File: src/rtl/phase_encoder.sv
// rtl/phase_encoder.sv - Gray phase codes to decimal phase words with scan phase-cycle rotation
// Rotation and the scan counter exist only when PHASE_CYCLE_EN is defined.
module phase_encoder #(
    parameter int N_phases  = 1,
    parameter int CYCLE_LEN = 4
) (
    input  logic                    clk,
    input  logic                    rst,
    input  logic [2*N_phases-1:0]   phase_binary,
    input  logic                    in_valid,
    output logic                    in_ready,
    input  logic                    scan_done,
    input  logic                    cycle_clear,
    output logic [5*N_phases-1:0]   phase_decimal,
    output logic                    out_valid,
    input  logic                    out_ready,
    output logic [1:0]              cycle_index
);

    logic                  accept;
    logic [1:0]            rot_idx;
    logic [5*N_phases-1:0] next_decimal;

    assign in_ready = !out_valid || out_ready;
    assign accept   = in_valid && in_ready;

`ifdef PHASE_CYCLE_EN
    typedef enum logic [1:0] {IDX0, IDX1, IDX2, IDX3} idx_state_t;

    localparam logic [1:0] LAST_IDX = 2'(CYCLE_LEN - 1);

    idx_state_t idx_state;

    // Clear wins over advance; with CYCLE_LEN=1 LAST_IDX is 0 so the index never leaves IDX0.
    always_ff @(posedge clk) begin
        if (rst) begin
            idx_state <= IDX0;
        end else if (cycle_clear) begin
            idx_state <= IDX0;
        end else if (scan_done) begin
            if (idx_state == LAST_IDX)
                idx_state <= IDX0;
            else
                idx_state <= idx_state_t'(idx_state + 2'd1);
        end
    end

    assign cycle_index = idx_state;
    assign rot_idx     = idx_state;
`else
    logic unused_cycle_inputs;
    assign unused_cycle_inputs = scan_done ^ cycle_clear;
    assign cycle_index         = 2'b00;
    assign rot_idx             = 2'b00;
`endif

    // Gray 11/10/00/01 -> quadrant 0/1/2/3, then 9*q built as 8*q + q.
    for (genvar i = 0; i < N_phases; i++) begin : g_lane
        logic [1:0] gray;
        logic [1:0] quad;
        logic [1:0] quad_rot;

        assign gray     = phase_binary[2*i+1 -: 2];
        assign quad     = {~gray[1], gray[1] ^ gray[0]};
        assign quad_rot = quad + rot_idx;
        assign next_decimal[5*i+4 -: 5] = {quad_rot, 3'b000} + {3'b000, quad_rot};
    end

    always_ff @(posedge clk) begin
        if (rst) begin
            phase_decimal <= '0;
            out_valid     <= 1'b0;
        end else if (accept) begin
            phase_decimal <= next_decimal;
            out_valid     <= 1'b1;
        end else if (out_ready) begin
            out_valid     <= 1'b0;
        end
    end

endmodule

File: config.mk
export PLATFORM = sky130hd
export DESIGN_NAME = phase_encoder
export DESIGN_NICKNAME = d
export VERILOG_FILES = /design/src/rtl/phase_encoder.sv
export SDC_FILE = /design/constraint.sdc
export NUM_CORES = 1
export LEC_CHECK = 0
export ABC_AREA = 0
export BUFFER_PORTS_ARGS = -buffer_cell sky130_fd_sc_hd__buf_2
export CAP_MARGIN = 15
export CORE_AREA = 2 2 39 41
export DETAILED_ROUTE_END_ITERATION = 8
export DIE_AREA = 0 0 41 43
export MAX_ROUTING_LAYER = met4
export RECOVER_POWER = 100
export SYNTH_ARGS = -nofsm -noshare
export SYNTH_HDL_FRONTEND = slang
export SYNTH_SLANG_ARGS = --single-unit
File: constraint.sdc
create_clock -name clk -period 1.9 [get_ports clk]
set_input_delay 0.095 -clock clk [delete_from_list [all_inputs] [get_ports clk]]
set_output_delay 0.095 -clock clk [all_outputs]
set_load 0.01 [all_outputs]
==> results of run 1 <==
-- worst max-delay path: stages (launching register included) --
cell and delay [ns]:
dfxtp_1 0.31, nand2b_2 0.12, clkbuf_1 0.17
-- layout make-up --
class / count / area (sq um) / share of cell area (%)
clock buffer: 4 / 26.3 / 12.0
inverter: 1 / 3.75 / 1.71
multi-input combinational: 10 / 61.3 / 28.0
sequential: 3 / 60.1 / 27.4
tap: 16 / 20.0 / 9.14
timing repair buffer: 11 / 47.5 / 21.7
-- metrics by stage --
stage          cells  util [%]  power, uW
2_1_floorplan     19         -       97.8
3_3_place_gp      41      14.5        105
3_5_place_dp      41      14.5        105
4_1_cts           45      16.4        221
5_1_grt           45      15.8        235
6_report          45      15.8        212
-- state kept, by name, indices dropped and copies added (netlist names) --
register,cells
out_valid,1
phase_decimal,2
-- synth_stat cells --
master,count
buf_4,5
a21oi_1,3
dfxtp_1,3
a311oi_1,2
conb_1,1
inv_1,1
nand2b_2,1
xnor2_1,1
-- cell families (layout without fill, tap and decap cells) --
kind of cell	count (synthesis)	in the layout	synth area share, %
buf+inv	6	16	26.6
simple gates	1	1	5.65
compound gates	5	5	21.0
flops	3	3	38.7
other cells	1	3	2.42
xor+xnor	1	1	5.65
-- worst paths after layout --
check                      to  cells past startpoint
max                  in_ready                      2
min                 out_valid                      2
max reg2reg  phase_decimal[3]                      3
min reg2reg  phase_decimal[3]                      2
-- power by group --
part | switching [uW] | total (uW) | leakage [uW] | internal [uW]
combinational | 17.9 | 30.5 | 0.0000528 | 12.6
sequential | 3.15 | 71.5 | 0.0000250 | 68.3
clock | 31.8 | 110 | 0.0000150 | 78.6
-- metal layers --
metal | GRT usage (%) | part of all wire [%]
met1 | 1.92 | 34
met5 | - | 0
met4 | 14.0 | 9.1
met2 | 6.88 | 41
met3 | 1.57 | 15
==> flow_metrics.env, run 1 <==
export IMPL_start_util_pct=11.2
export IMPL_path_class="reg2out"
export IMPL_insertion_delay_ns=0.23
export IMPL_num_fill_cells=173
export IMPL_p_per_area_nw_per_um2=970
export IMPL_gp_congestion=0.418
export IMPL_core_sq_um=1380
export IMPL_diodes=0
export IMPL_cp_required_ns=1.80
export IMPL_yosysTopAreaCellShare_pct=38.7
export IMPL_min_delay_start="rst"
export IMPL_finalSetupTns_ns=0
export IMPL_status="finished, final reports clean"
export IMPL_fp_dieArea_sq_um=1760
export IMPL_worst_hold_slack_ns=0.0507
export IMPL_fin_crit_sh_pct=48.4
export IMPL_crit_start="out_valid"
export IMPL_first_iter_violations=2
export IMPL_ctsResizeCount=0
export IMPL_routed_wl_microns=319
export IMPL_final_hold_violation_count=0
export IMPL_drc_errors=0
export IMPL_drive_gt1_share_pct=31.0
export IMPL_hold_class="in2reg"
export IMPL_synth_area_sq_um=155
export IMPL_dp_slack_ns=1.08
export IMPL_syn_instance_count=17
export IMPL_grt_use_total_pct=5.34
export IMPL_num_rows=14
export IMPL_dr_pass1_iters=2
export IMPL_seq_area_frac_synth_pct=38.7
export IMPL_fin_area_sq_um=219
export IMPL_postRouteAntennaNets=0
export IMPL_critPathCaptureType="output pin"
export IMPL_crit_arrival_ns=0.83
export IMPL_io_buffers=11
export IMPL_grt_pass1_wl_microns=469
export IMPL_clkTransAtPathRegs_ns=0.04
export IMPL_regToRegSetupSlack_ns=1.08
export IMPL_antenna_found_initial=0
export IMPL_p_leak_uw=0.0000928
export IMPL_grt_overflow=0
export IMPL_htreeDepth=1
export IMPL_slew_viol_final=0
export IMPL_grt_pass1_vias=147
export IMPL_layout_commonest_cell="clkbuf_1"
export IMPL_vdd_drop_max_v=0.000107
export IMPL_routed_via_density=3.47
export IMPL_fmax_mhz=1090
export IMPL_cts_hold_buf=0
export IMPL_yosysWarnings=0
export IMPL_die_w_microns=41
export IMPL_cap_violations=0
export IMPL_num_vias=156
export IMPL_grt_max_degree=7
export IMPL_io_pins=17
export IMPL_crit_path_start_kind="register"
export IMPL_placed_area_sq_um=200
export IMPL_period_needed_ns=0.920
export IMPL_wl_per_cell_microns=7.09
export IMPL_final_setup_skew_ns=0.000601
export IMPL_final_cell_mix="7 x clkbuf_1, 5 x buf_2"
export IMPL_clock_path_buffers=2
export IMPL_root_buffer="clkbuf_4"
export IMPL_yosys_area_top_type="dfxtp_1"
export IMPL_numCtsBuffers=3
export IMPL_tritoncts="yes"
export IMPL_worstPathMaxFanout=6
export IMPL_syn_avg_cell_area_sq_um=9.13
export IMPL_cts_sinks=3
export IMPL_dp_hpwl_microns=244
export IMPL_synthTopCellsByArea="dfxtp_1 39%, buf_4 24%, a311oi_1 11%"
export IMPL_fin_ws_ns=0.980
export IMPL_ys_seq_elements=3
export IMPL_cts_setup_buffers=0
export IMPL_rsz0062_at_grt="no"
export IMPL_syn2layout_area_growth_pct=41.1
export IMPL_crit_reg2reg_launch="out_valid"
export IMPL_setup_viol=0
export IMPL_die_h_microns=43
export IMPL_layout_nets=38
export IMPL_synth_distinct_cells=8
Power figures use the tool's default switching activity.
==> run 2: changes to the inputs <==
==> constraint.sdc (replaced) <==
create_clock -name clk -period 0.95 [get_ports clk]
set_input_delay 0.0475 -clock clk [delete_from_list [all_inputs] [get_ports clk]]
set_output_delay 0.0475 -clock clk [all_outputs]
set_load 0.01 [all_outputs]
==> run 2 against run 1 <==
  * Global-route usage unchanged
  * Sequential cell count did not move
  * Non-clock buffer count grew 1
  * Sequential power is 100% higher
  * Clock-buffer cell count did not move
  * Clock skew about the same
  * Combinational power rose by 110%
  * Setup slack got worse by 0.90 ns
  * Die area unchanged
==> flow_metrics.env, run 2 (synthesis results as in run 1) <==
export IMPL_syn2layout_area_growth_pct=49.2
export IMPL_ctsResizeCount=0
export IMPL_io_pins=17
export IMPL_vdd_drop_max_v=0.000214
export IMPL_grt_use_total_pct=5.34
export IMPL_antenna_found_initial=0
export IMPL_cpMaxStageDelayCell="dfxtp_1"
export IMPL_seqCellArea_sq_um=60.1
export IMPL_diodes=0
export IMPL_setup_viol=0
export IMPL_final_setup_skew_ns=0.000601
export IMPL_insertion_delay_ns=0.23
export IMPL_die_w_microns=41
export IMPL_layout_commonest_cell="buf_2"
export IMPL_path_class="reg2out"
export IMPL_p_total_uw=429
export IMPL_grt_overflow=0
export IMPL_rsz0062_at_grt="no"
export IMPL_io_buffers=11
export IMPL_period_needed_ns=0.868
export IMPL_final_hold_violation_count=0
export IMPL_start_util_pct=11.2
export IMPL_crit_arrival_ns=0.82
export IMPL_cts_setup_buffers=0
export IMPL_p_per_area_nw_per_um2=1850
export IMPL_dr_pass1_iters=2
export IMPL_hold_class="in2reg"
export IMPL_wl_per_cell_microns=7.00
export IMPL_dp_slack_ns=0.128
export IMPL_multi_input_area_sq_um=61.3
export IMPL_first_iter_violations=2
export IMPL_finalSetupTns_ns=0
export IMPL_critPathCaptureType="output pin"
export IMPL_top_register="phase_decimal"
export IMPL_placed_area_sq_um=200
export IMPL_routed_wl_microns=322
export IMPL_num_fill_cells=174
export IMPL_drive_gt1_share_pct=36.7
export IMPL_fin_crit_sh_pct=91.4
export IMPL_drc_errors=0
export IMPL_layout_nets=39
export IMPL_num_rows=14
export IMPL_routed_via_density=3.46
export IMPL_fmax_mhz=1150
export IMPL_num_vias=159
export IMPL_cpPeakStageDelay_ns=0.33
export IMPL_cts_sinks=3
export IMPL_clock_path_buffers=2
export IMPL_clkTransAtPathRegs_ns=0.04
export IMPL_numCtsBuffers=3
export IMPL_postRouteAntennaNets=0
export IMPL_crit_chain="nand2b_2 -> buf_2"
export IMPL_top_regs="phase_decimal: 2 flops, out_valid: 1 flops"
export IMPL_die_h_microns=43
export IMPL_worstPathMaxFanout=6
export IMPL_htreeDepth=1
export IMPL_dp_hpwl_microns=244
export IMPL_root_buffer="clkbuf_4"
export IMPL_tritoncts="yes"
export IMPL_gp_congestion=0.418
export IMPL_status="finished, final reports clean"
export IMPL_core_sq_um=1380
export IMPL_finalCoreUtilization_pct=16.7
export IMPL_grt_pass1_wl_microns=469
export IMPL_fin_ws_ns=0.0816
export IMPL_final_cell_mix="7 x buf_2, 5 x clkbuf_1"
export IMPL_fp_dieArea_sq_um=1760
export IMPL_cts_hold_buf=1
export IMPL_grt_pass1_vias=147
export IMPL_fin_area_sq_um=231
export IMPL_largest_register_ffs=2
export IMPL_crit_path_start_kind="register"
export IMPL_slew_viol_final=0
export IMPL_cap_violations=0
export IMPL_grt_max_degree=7
export IMPL_p_leak_uw=0.000102
export IMPL_cp_required_ns=0.90
[run 2: critical path: cells and delay by family, from the launching register on]
kind | cells | cell delay [ns]
DFF | 1 | 0.33
buffers and inverters | 1 | 0.16
and+or+nand+nor | 1 | 0.10
[run 2: stage by stage]
stage / std cells / hold WS (ns)
floorplan: 19 / 0.117
global placement: 41 / 0.243
detailed placement: 41 / 0.242
CTS: 46 / 0.0277
global route: 46 / 0.0267
finish: 46 / 0.0313
[run 2: final timing paths]
kind	from	end	slack, ns	cells past startpoint
min	phase_binary[1]	phase_decimal[1]	0.03	2
max	out_valid	in_ready	0.08	2
max reg2reg	out_valid	phase_decimal[3]	0.14	3
min reg2reg	phase_decimal[3]	phase_decimal[3]	0.52	2
[run 2: final cells by class]
| class | instances | area share (%) |
|---|---|---|
| repair buffers | 12 | 25.9 |
| flip-flops and latches | 3 | 25.9 |
| multi-input cells | 10 | 26.5 |
| well taps | 16 | 8.65 |
| inverters | 1 | 1.62 |
| clock buffers | 4 | 11.4 |
[run 2: per-layer routing]
layer | vias up | part of all wire, % | GRT usage (%)
li1 | 75 | - | -
met1 | 66 | 33 | 1.92
met2 | 14 | 43 | 6.88
met3 | 4 | 15 | 1.57
met4 | 0 | 9.0 | 14.0
met5 | - | 0 | -
[run 2: where the power goes]
part	leakage (uW)	internal [uW]	switching (uW)
Combinational	0.0000620	29.2	36.2
Sequential	0.0000250	137	6.14
Clock	0.0000150	157	63.6
==> run 3: changes to the inputs <==
--- a/config.mk
+++ b/config.mk
@@ -5,12 +5,13 @@
 export SDC_FILE = /design/constraint.sdc
 export NUM_CORES = 1
 export LEC_CHECK = 0
-export ABC_AREA = 0
+export ABC_AREA = 1
 export BUFFER_PORTS_ARGS = -buffer_cell sky130_fd_sc_hd__buf_2
 export CAP_MARGIN = 15
 export CORE_AREA = 2 2 39 41
 export DETAILED_ROUTE_END_ITERATION = 8
 export DIE_AREA = 0 0 41 43
+export GPL_TIMING_DRIVEN = 0
 export MAX_ROUTING_LAYER = met4
 export RECOVER_POWER = 100
 export SYNTH_ARGS = -nofsm -noshare
==> constraint.sdc (replaced) <==
create_clock -name clk -period 0.95 [get_ports clk]
set_input_delay 0 -clock clk [delete_from_list [all_inputs] [get_ports clk]]
set_output_delay 0 -clock clk [all_outputs]
set_load 0.01 [all_outputs]
==> run 3 against run 2 <==
  * First-iteration DRC count grew to 2.5 times the previous value
  * Wire length up 18%
  * Global-route usage fell by 0.83 points
  * Power is 2.4% higher
  * Sequential power about the same
  * Synthesized cell count rose by 53%
  * Via count increased by 18%
  * Critical endpoint unchanged
  * Final area increased by 25%
  * Register-to-register slack about the same
  * Core utilization rose by 4.2 points
  * Area after synthesis rose by 15%
  * Final cell count rose by 30%
  * Largest power group unchanged
==> flow_metrics.env, run 3 <==
export IMPL_status="finished, final reports clean"
export IMPL_path_buf_inv=1
export IMPL_clkPwrFrac_pct=49.9
export IMPL_routed_via_density=3.12
export IMPL_final_setup_skew_ns=0.00462
export IMPL_postRouteAntennaNets=0
export IMPL_yosysWarnings=0
export IMPL_clkTransAtPathRegs_ns=0.04
export IMPL_grt_use_total_pct=4.51
export IMPL_htreeDepth=1
export IMPL_critPathCaptureType="output pin"
export IMPL_slew_viol_final=0
export IMPL_syn2layout_area_growth_pct=61.5
export IMPL_syn_avg_cell_area_sq_um=6.88
export IMPL_largest_register_ffs=2
export IMPL_cpPeakStageDelay_ns=0.37
export IMPL_setup_viol=0
export IMPL_final_hold_violation_count=0
export IMPL_grt_pass1_vias=161
export IMPL_num_rows=14
export IMPL_clock_path_buffers=2
export IMPL_dp_hpwl_microns=314
export IMPL_drive_gt1_share_pct=36.4
export IMPL_grt_overflow=0
export IMPL_insertion_delay_ns=0.23
export IMPL_core_sq_um=1380
export IMPL_ctsResizeCount=0
export IMPL_die_w_microns=41
export IMPL_synth_most_common_cell="nand2_1"
export IMPL_rsz0062_at_grt="no"
export IMPL_cts_setup_buffers=0
export IMPL_gp_congestion=0.526
export IMPL_path_delay_family="flip-flops"
export IMPL_io_pins=17
export IMPL_fin_area_sq_um=289
export IMPL_synthArstFlopShare_pct=0
export IMPL_cts_sinks=3
export IMPL_cpMaxStageDelayCell="dfxtp_1"
export IMPL_ys_seq_elements=3
export IMPL_num_fill_cells=165
export IMPL_fin_ws_ns=0.0905
export IMPL_finalSetupTns_ns=0
export IMPL_dr_pass1_iters=2
export IMPL_cp_required_ns=0.95
export IMPL_synth_top_cells_by_count="7 x nand2_1, 5 x buf_4, 4 x inv_1"
export IMPL_period_needed_ns=0.860
export IMPL_root_buffer="clkbuf_4"
export IMPL_routed_wl_microns=381
export IMPL_placed_area_sq_um=262
export IMPL_p_leak_uw=0.000156
export IMPL_fmax_mhz=1160
export IMPL_p_int_uw=331
export IMPL_crit_arrival_ns=0.86
export IMPL_numCtsBuffers=3
export IMPL_yosysTopAreaCellShare_pct=33.6
export IMPL_wl_per_cell_microns=6.35
export IMPL_netSwitchingFraction_pct=24.7
export IMPL_tritoncts="yes"
export IMPL_layout_nets=53
export IMPL_p_per_area_nw_per_um2=1520
export IMPL_synthTopCellsByArea="dfxtp_1 34%, buf_4 21%, nand2_1 15%"
export IMPL_crit_path_start_kind="register"
export IMPL_worstPathMaxFanout=3
export IMPL_layout_commonest_cell="nand2_1"
export IMPL_switchingPower_uw=108
export IMPL_yosys_most_used_dff="dfxtp_1"
export IMPL_vdd_drop_max_v=0.000196
export IMPL_seq_area_frac_synth_pct=33.6
export IMPL_hold_class="in2reg"
export IMPL_seqPwrFrac_pct=32.1
export IMPL_syn_instance_count=26
export IMPL_grt_max_degree=4
export IMPL_yosys_area_top_type="dfxtp_1"
export IMPL_start_util_pct=12.9
export IMPL_synth_distinct_cells=8
export IMPL_crit_chain="nand2_1 -> clkbuf_2"
export IMPL_synth_edf_count=0
export IMPL_drc_errors=0
export IMPL_antenna_found_initial=0
export IMPL_fp_dieArea_sq_um=1760
export IMPL_io_buffers=11
export IMPL_fin_crit_sh_pct=90.5
export IMPL_path_class="reg2out"
export IMPL_dp_slack_ns=0.162
export IMPL_pwr_share_comb_pct=18.0
export IMPL_top_regs="phase_decimal: 2 flops, out_valid: 1 flops"
export IMPL_final_cell_mix="8 x nand2_1, 6 x clkbuf_1, 5 x buf_4, 5 x buf_2, 4 x inv_1"
export IMPL_num_vias=187
export IMPL_cap_violations=0
export IMPL_diodes=0
export IMPL_die_h_microns=43
export IMPL_first_iter_violations=5
export IMPL_top_register="phase_decimal"
export IMPL_synth_area_sq_um=179
export IMPL_grt_pass1_wl_microns=496
==> run 3: cell types whose count changed after synthesis, sizes merged <==
cell	previous run	this run
a21oi	3	4
nand2	0	9
nand2b	1	0
xnor2	1	0
a311oi	2	0
inv	1	4
==> run 3: area by class of cell <==
cell class                      instances  area (sq um)  area share, %
Sequential cell                         3          60.1           20.8
Tap cell                               16          20.0           6.93
Multi-Input combinational cell         16          71.3           24.7
Timing Repair Buffer                   12          58.8           20.3
Inverter                                4          15.0           5.19
Clock buffer                            4          26.3           9.09
Buffer                                  5          37.5           13.0
==> run 3: worst paths after layout <==
check	startpoint	to	slack, ns	depth (start not counted)
hold / removal	phase_binary[1]	phase_decimal[1]	0.06	4
setup reg to reg	out_valid	phase_decimal[3]	0.13	4
setup / recovery	out_valid	in_ready	0.09	2
hold reg to reg	phase_decimal[1]	phase_decimal[1]	0.48	2
==> run 3: through the flow <==
step                instances  total power (uW)  hold WS (ns)  utilization, %
finish                     60               439        0.0567            20.9
global route               60               474        0.0587            20.9
CTS                        60               457        0.0475            21.5
detailed placement         55               223         0.197            18.9
global placement           55               221         0.195            18.9
floorplan                  28               193        0.0691               -
==> run 3: tightest hold or removal path: stages <==
cell and delay (ns):
buf_2 0.09, inv_1 0.04, nand2_1 0.06, a21oi_1 0.05
==> run 3: cell families after synthesis <==
group | share of synthesized area, %
other | 2.10
and+or+nand+nor | 21.7
AOI/OAI and AO/OA | 13.3
buffers and inverters | 29.4
DFF | 33.6
==> run 3: per-layer routing <==
layer | part of all wire [%] | vias up | track usage (%)
met1 | 44 | 73 | 4.46
met5 | 0 | - | -
met2 | 44 | 10 | 5.63
met3 | 11 | 0 | 1.57
li1 | - | 104 | -
met4 | 0 | 0 | 6.00
==> run 3: timing repair <==
item                       4_1_cts  5_1_grt
hold buffers                     1        0
setup endpoints to repair        0        0
hold endpoints to repair         3        0
==> run 3: power by group through the flow <==
| stage | registers [uW] | clock network [uW] | logic [uW] |
|---|---|---|---|
| 2_1_floorplan | 146 | 0 | 47.1 |
| 3_3_place_gp | 142 | 0 | 79.2 |
| 3_5_place_dp | 143 | 0 | 80.2 |
| 4_1_cts | 141 | 233 | 83.3 |
| 5_1_grt | 142 | 243 | 89.4 |
| 6_report | 141 | 219 | 79.1 |
